$ cat config.mk
export PLATFORM = sky130hd
export DESIGN_NAME = const_lut_prog_flat
export DESIGN_NICKNAME = d
export VERILOG_FILES = /design/src/rtl/const_lut_prog_if.sv /design/src/rtl/const_lut_prog.sv /design/src/flat_wrapper.sv
export SDC_FILE = /design/constraint.sdc
export NUM_CORES = 1
export LEC_CHECK = 0
export ABC_AREA = 1
export BUFFER_PORTS_ARGS = -buffer_cell sky130_fd_sc_hd__buf_2
export CORE_MARGIN = 4
export CORE_UTILIZATION = 60
export DETAILED_ROUTE_END_ITERATION = 8
export GPL_TIMING_DRIVEN = 0
export PLACE_DENSITY = 0.91
export SLEW_MARGIN = 20
export SYNTH_ARGS = -nofsm -noshare
export SYNTH_HDL_FRONTEND = slang
export SYNTH_SLANG_ARGS = --single-unit
$ cat constraint.sdc
create_clock -name clk -period 3.91 [get_ports clk]
set_clock_uncertainty 0.15 [all_clocks]
set_input_delay 0.1955 -clock clk [delete_from_list [all_inputs] [get_ports clk]]
set_output_delay 0.1955 -clock clk [all_outputs]
set_load 0.05 [all_outputs]
$ cat src/rtl/const_lut_prog_if.sv
// Bus bundle for the programmable constant table: registered read port,
// loader write port and the sticky lock/status signals.
interface const_lut_prog_if #(
  parameter int WIDTH  = 8,
  parameter int ADDR_W = 3
);
  logic              rd_en;
  logic [ADDR_W-1:0] rd_addr;
  logic [WIDTH-1:0]  rd_data;
  logic              rd_valid;
  logic              wr_en;
  logic [ADDR_W-1:0] wr_addr;
  logic [WIDTH-1:0]  wr_data;
  logic              lock;
  logic              locked;
  logic              wr_err;

  modport master (
    output rd_en, rd_addr, wr_en, wr_addr, wr_data, lock,
    input  rd_data, rd_valid, locked, wr_err
  );

  modport slave (
    input  rd_en, rd_addr, wr_en, wr_addr, wr_data, lock,
    output rd_data, rd_valid, locked, wr_err
  );
endinterface

$ cat src/rtl/const_lut_prog.sv
// Programmable constant table: DEPTH x WIDTH entries with a boot set restored
// on reset, one registered read per cycle, one write port and a sticky lock.
//
// state    | meaning
// UNLOCKED | writes commit to the table
// LOCKED   | table frozen until reset; writes raise wr_err
module const_lut_prog #(
  parameter int WIDTH  = 8,
  parameter int ADDR_W = 3
) (
  input logic             clk,
  input logic             reset,
  const_lut_prog_if.slave bus
);
  localparam int DEPTH = 1 << ADDR_W;

  typedef enum logic {UNLOCKED, LOCKED} lock_state_t;

  lock_state_t      state, state_nxt;
  logic             wr_ok;
  logic [WIDTH-1:0] lut_q [DEPTH];

  // Boot constants are 8-bit; narrower tables keep the low bits, wider ones zero-extend.
  function automatic logic [WIDTH-1:0] boot_val(input int idx);
    logic [7:0]       b;
    logic [WIDTH+7:0] w;
    case (idx)
      0:       b = 8'd1;
      1:       b = 8'd2;
      2:       b = 8'd15;
      3:       b = 8'hFF;
      4:       b = 8'h7F;
      5:       b = 8'd10;
      6:       b = 8'd6;
      7:       b = 8'd5;
      default: b = 8'd0;
    endcase
    w = {{WIDTH{1'b0}}, b};
    return w[WIDTH-1:0];
  endfunction

  always_ff @(posedge clk) begin
    if (reset) state <= UNLOCKED;
    else       state <= state_nxt;
  end

  // A write sampled together with the first lock still commits.
  always_comb begin
    state_nxt = state;
    wr_ok     = 1'b0;
    case (state)
      UNLOCKED: begin
        wr_ok = bus.wr_en;
        if (bus.lock) state_nxt = LOCKED;
      end
      LOCKED:   state_nxt = LOCKED;
      default:  state_nxt = UNLOCKED;
    endcase
  end

  assign bus.locked = (state == LOCKED);

  always_ff @(posedge clk) begin
    if (reset) begin
      for (int i = 0; i < DEPTH; i++) lut_q[i] <= boot_val(i);
    end else if (wr_ok) begin
      lut_q[bus.wr_addr] <= bus.wr_data;
    end
  end

  always_ff @(posedge clk) begin
    if (reset) begin
      bus.rd_data  <= '0;
      bus.rd_valid <= 1'b0;
      bus.wr_err   <= 1'b0;
    end else begin
      bus.rd_valid <= bus.rd_en;
      bus.wr_err   <= bus.wr_en && (state == LOCKED);
      // Same-address write-first bypass; a blocked write leaves the old entry visible.
      if (bus.rd_en) begin
        if (wr_ok && (bus.wr_addr == bus.rd_addr)) bus.rd_data <= bus.wr_data;
        else                                       bus.rd_data <= lut_q[bus.rd_addr];
      end
    end
  end
endmodule
$ cat src/flat_wrapper.sv
// flat-port wrapper written by rule: the top's interface ports become plain ports
module const_lut_prog_flat 
#(
  parameter int WIDTH  = 8,
  parameter int ADDR_W = 3
)
  (clk, reset, bus_rd_en, bus_rd_addr, bus_wr_en, bus_wr_addr, bus_wr_data, bus_lock, bus_rd_data, bus_rd_valid, bus_locked, bus_wr_err);
  const_lut_prog_if #(.WIDTH(WIDTH), .ADDR_W(ADDR_W)) bus_i ();
  input logic clk;
  input logic reset;
  input wire logic [$bits(bus_i.rd_en)-1:0] bus_rd_en;
  input wire logic [$bits(bus_i.rd_addr)-1:0] bus_rd_addr;
  input wire logic [$bits(bus_i.wr_en)-1:0] bus_wr_en;
  input wire logic [$bits(bus_i.wr_addr)-1:0] bus_wr_addr;
  input wire logic [$bits(bus_i.wr_data)-1:0] bus_wr_data;
  input wire logic [$bits(bus_i.lock)-1:0] bus_lock;
  output wire logic [$bits(bus_i.rd_data)-1:0] bus_rd_data;
  output wire logic [$bits(bus_i.rd_valid)-1:0] bus_rd_valid;
  output wire logic [$bits(bus_i.locked)-1:0] bus_locked;
  output wire logic [$bits(bus_i.wr_err)-1:0] bus_wr_err;
  assign bus_i.rd_en = bus_rd_en;
  assign bus_i.rd_addr = bus_rd_addr;
  assign bus_i.wr_en = bus_wr_en;
  assign bus_i.wr_addr = bus_wr_addr;
  assign bus_i.wr_data = bus_wr_data;
  assign bus_i.lock = bus_lock;
  assign bus_rd_data = bus_i.rd_data;
  assign bus_rd_valid = bus_i.rd_valid;
  assign bus_locked = bus_i.locked;
  assign bus_wr_err = bus_i.wr_err;
  const_lut_prog #(.WIDTH(WIDTH), .ADDR_W(ADDR_W)) u_core (.clk(clk), .reset(reset), .bus(bus_i));
endmodule
* Word-level counts from Yosys, hierarchy flattened
Memory sizes are Yosys's and may differ from the RTL's. A register that Yosys moved wholly into a read port is not among the register bits.
Cells that the tools add are included.
** Word-level totals
- Bits of input ports :: 19
- Word-level logic and storage cells :: 26
- Bits in writable memories :: 64
- Register bits :: 3
- Memories kept :: 1
** Memories
- u_core.lut_q :: words 8, width 8, read ports 1, clocked after memory_dff 1, write ports 8, line const_lut_prog.sv:21 : logic [WIDTH-1:0] lut_q [DEPTH];
** Operators by class
- Reduce and logical (&&, ||, !) cells :: 2
- Multiplexer cells :: 19
- Bitwise operators :: 1
** Operator list (number)
- 2-to-1 mux 8 bit :: 9
- 2-to-1 mux 1 bit :: 8
- OR reduction 8 bit :: 1
- 2-to-1 mux 3 bit :: 1
- one-hot mux 1 bit (2 select lines) :: 1
- logical AND 1 bit :: 1
- NOT 1 bit :: 1

* Longest topological paths before layout
- Depth in word-level cells :: 6
- Mapped depth :: 10
- Gate-level depth less buffers :: 9

* Worst setup path after synthesis
No wires, ideal clock.
- Path kind :: flip-flop to flip-flop
- Start point :: register u_core.state, in the netlist u_core.bus.locked
- End point :: memory u_core.lut_q[3][0], enable pin
- Stages on the path, launching flop included :: 6
- Path slack :: 1.868 ns
- Path buffers :: 0
- Arrival :: 1.508 ns
- Library setup time :: 0.384 ns
- Clock period less this slack :: 2.042 ns
- Cell sequence :: dfxtp_1 > inv_1 > nand3_2 > nor2_1 > inv_1 > o21ai_0
** RTL lines
- start: declaration :: line const_lut_prog.sv:19 : lock_state_t state, state_nxt;
- start signal: assignment :: line const_lut_prog.sv:44 : else state <= state_nxt;
- end: declaration :: line const_lut_prog.sv:21

==> impl_metrics.ini <==
[power]
peakVddDrop_mv = 0.329
power.leakage_nw = 1.54
p_total_mw = 1.71
p_per_area_nw_per_um2 = 433

[layout]
area_delta_synth_final_pct = 13.5
instances_no_fill = 499
fillers = 403
drive_above_1_share_pct = 15.0
diodes = 0
final_cell_area_sq_um = 3940
final_nets = 441

[synthesis]
ys_seq_area_share_pct = 61.7
syn_inst = 380
yosysMostFrequentCell = nor2_1
synth_top_area_share_pct = 55.4
synth_top_cell_by_area = edfxtp_1
synth_flop_cell = edfxtp_1
ys_seq_elements = 75
yosys_warnings = 0
synth_edf_count = 64
syn_area_sq_um = 3470
synth_fp_nets = 399
synth_cell_type_count = 22
async_flop_share_pct = 0
yosys-top-cells-area = edfxtp_1 (55%), nor2_1 (9.9%), nand2_1 (8.2%)
synthTopCellsByCount = nor2_1 (92), nand2_1 (76), edfxtp_1 (64)
synth.avg_cell_area_sq_um = 9.13

[timing]
relSlewSlack_pct = 52.7
max_clock_freq_ghz = 0.452
setup_tns_ns = 0
fin_crit_sh_pct = 56.6
post-route-min-period_ns = 2.21
tightest_slew_ns = 0.705
hold_viol = 0
rsz0062_at_grt = false
setup_viol = 0
slew_viol_final = 0

[routing]
drt_iter0_drc = 398
ant_nets = 0
wirelength_microns = 8540
routed-via-count = 2880
drc = 0
wl_per_cell_microns = 17.1
viasPerCell = 5.77
first_pass_iters = 5

[critical_path]
worstPathCellList = dlygate4sd3_1 > buf_2 > inv_2 > nand3_2 > nor2_1 > inv_1 > nor2_1 > inv_1 > nand2_1
crit_fanout = 8
worstRegToRegCells = 7
slowest_stage = dlygate4sd3_1
slowest_delay_ns = 0.53
endpoint_kind = register
worstPathRequired_ns = 3.77
rr_startpoint = u_core.bus.locked
r2r_slack_ns = 1.95
setup.worst_path.start_class = primary input
r2r-end = u_core.lut_q[5][3]
path_class = in2reg
cp.arrival_ns = 2.07

[placement]
gp_congestion = 0.949
port-buffer-count = 26
place_area_sq_um = 3690
dp_cells = 478
dp.final_hpwl_microns = 5840

[cts]
clk_pin_slew_ns = 0.07
post_cts_buffers = 0
cts_buffer_depth = 2
clk_root_buffer_cell = clkbuf_8
clkSinkCount = 75
insertion_delay_ns = 0.35
cts_buffers = 9
tritoncts = built
h-tree-depth = 3

[run_status]
status = completed

[floorplanning]
io_pins = 30
dieHeight_microns = 84.1
start_util_pct = 62.3
core_area_sq_um = 5570
rows = 27
die_w_microns = 84.1
dieArea_sq_um = 7070

[flow_run]
maxCapViolCount = 0

[global_route]
grt_pass1_vias = 2786
antenna_found_initial = 0
grt_max_degree = 13
grt.total_usage_pct = 25.9
grt_first_pass_wirelength_microns = 13800
grt-ovfl-total = 0

[worst_hold_path]
holdPathEnd = u_core.bus.rd_valid
hold_class = in2reg
hold_depth = 3
hp-start = bus_rd_en
==> final cells by class <==
type | count | area (sq um) | area share, %
buffer | 14 | 85.1 | 2.16
clock buffer | 14 | 163 | 4.13
clock inverter | 2 | 35.0 | 0.889
inverter | 37 | 144 | 3.65
multi-input combinational | 254 | 1100 | 27.9
sequential | 75 | 2140 | 54.4
tap | 72 | 90.1 | 2.29
timing repair buffer | 31 | 180 | 4.57
==> cell usage in the layout, fill, tap and decap left out, drive strengths merged <==
cell type and n:
edfxtp 64, nand2 79, clkbuf 19, nand3 40
buf 35, clkinv 9, dlygate4sd3 5, inv 29
bufinv 1, dfxtp 11, o21ai 31, nor2 96
a21oi 8
==> worst max path at each step <==
stage | start | to | slack, ns | cells past startpoint
finish | reset | u_core.lut_q[5][3] | 1.70 | 9
global route | reset | u_core.lut_q[5][4] | 1.57 | 9
CTS | reset | u_core.lut_q[3][0] | 1.49 | 7
detailed placement | reset | u_core.lut_q[3][1] | 1.68 | 6
global placement | reset | u_core.lut_q[3][1] | 1.73 | 6
floorplan | u_core.bus.locked | u_core.lut_q[3][0] | 1.87 | 5
==> worst max-delay path: cells and delay by family <==
| family | cells | cell delay (ns) |
|---|---|---|
| buf+inv | 5 | 1.07 |
| simple gates | 4 | 0.80 |
==> state kept, by name (all words and copies together) (netlist names) <==
signal,flops
u_core.bus.rd_valid,1
u_core.bus.rd_data,8
u_core.bus.wr_err,1
u_core.lut_q,64
u_core.bus.locked,1
==> power by group <==
part	internal (mW)	switching (mW)
Combinational	0.0518	0.146
Sequential	0.898	0.0100
Clock	0.330	0.271
==> cell families (layout without fill, tap and decap cells) <==
| logic type | after synthesis | in the layout | share of synthesized area [%] |
|---|---|---|---|
| buf+inv | 51 | 98 | 6.60 |
| simple gates | 215 | 215 | 25.6 |
| compound gates | 39 | 39 | 6.06 |
| flops | 75 | 75 | 61.7 |
==> metal layers <==
| metal | vias to the layer above | track usage, % | routed length, microns | part of all wire, % |
|---|---|---|---|---|
| li1 | 1329 | - | - | - |
| met5 | - | 0 | 0 | 0 |
| met2 | 203 | 43.0 | 4250 | 50 |
| met4 | 0 | 12.0 | 333 | 3.9 |
| met3 | 38 | 8.49 | 960 | 11 |
| met1 | 1310 | 30.4 | 3000 | 35 |
==> through the flow <==
stage	util (%)	hold slack, ns	worst slack [ns]
after CTS	70.7	0.00640	1.49
after floorplan	-	0.115	1.87
final	70.7	0.0180	1.70
after global routing	70.7	0.0325	1.57
after global placement	66.2	0.248	1.73
after detailed placement	66.2	0.264	1.68
==> what timing repair did <==
item | in CTS | in global routing
gates resized for setup | 0 | 0
hold endpoints to repair | 6 | 0
hold buffers | 5 | 0
(Power assumes the default switching activity.)
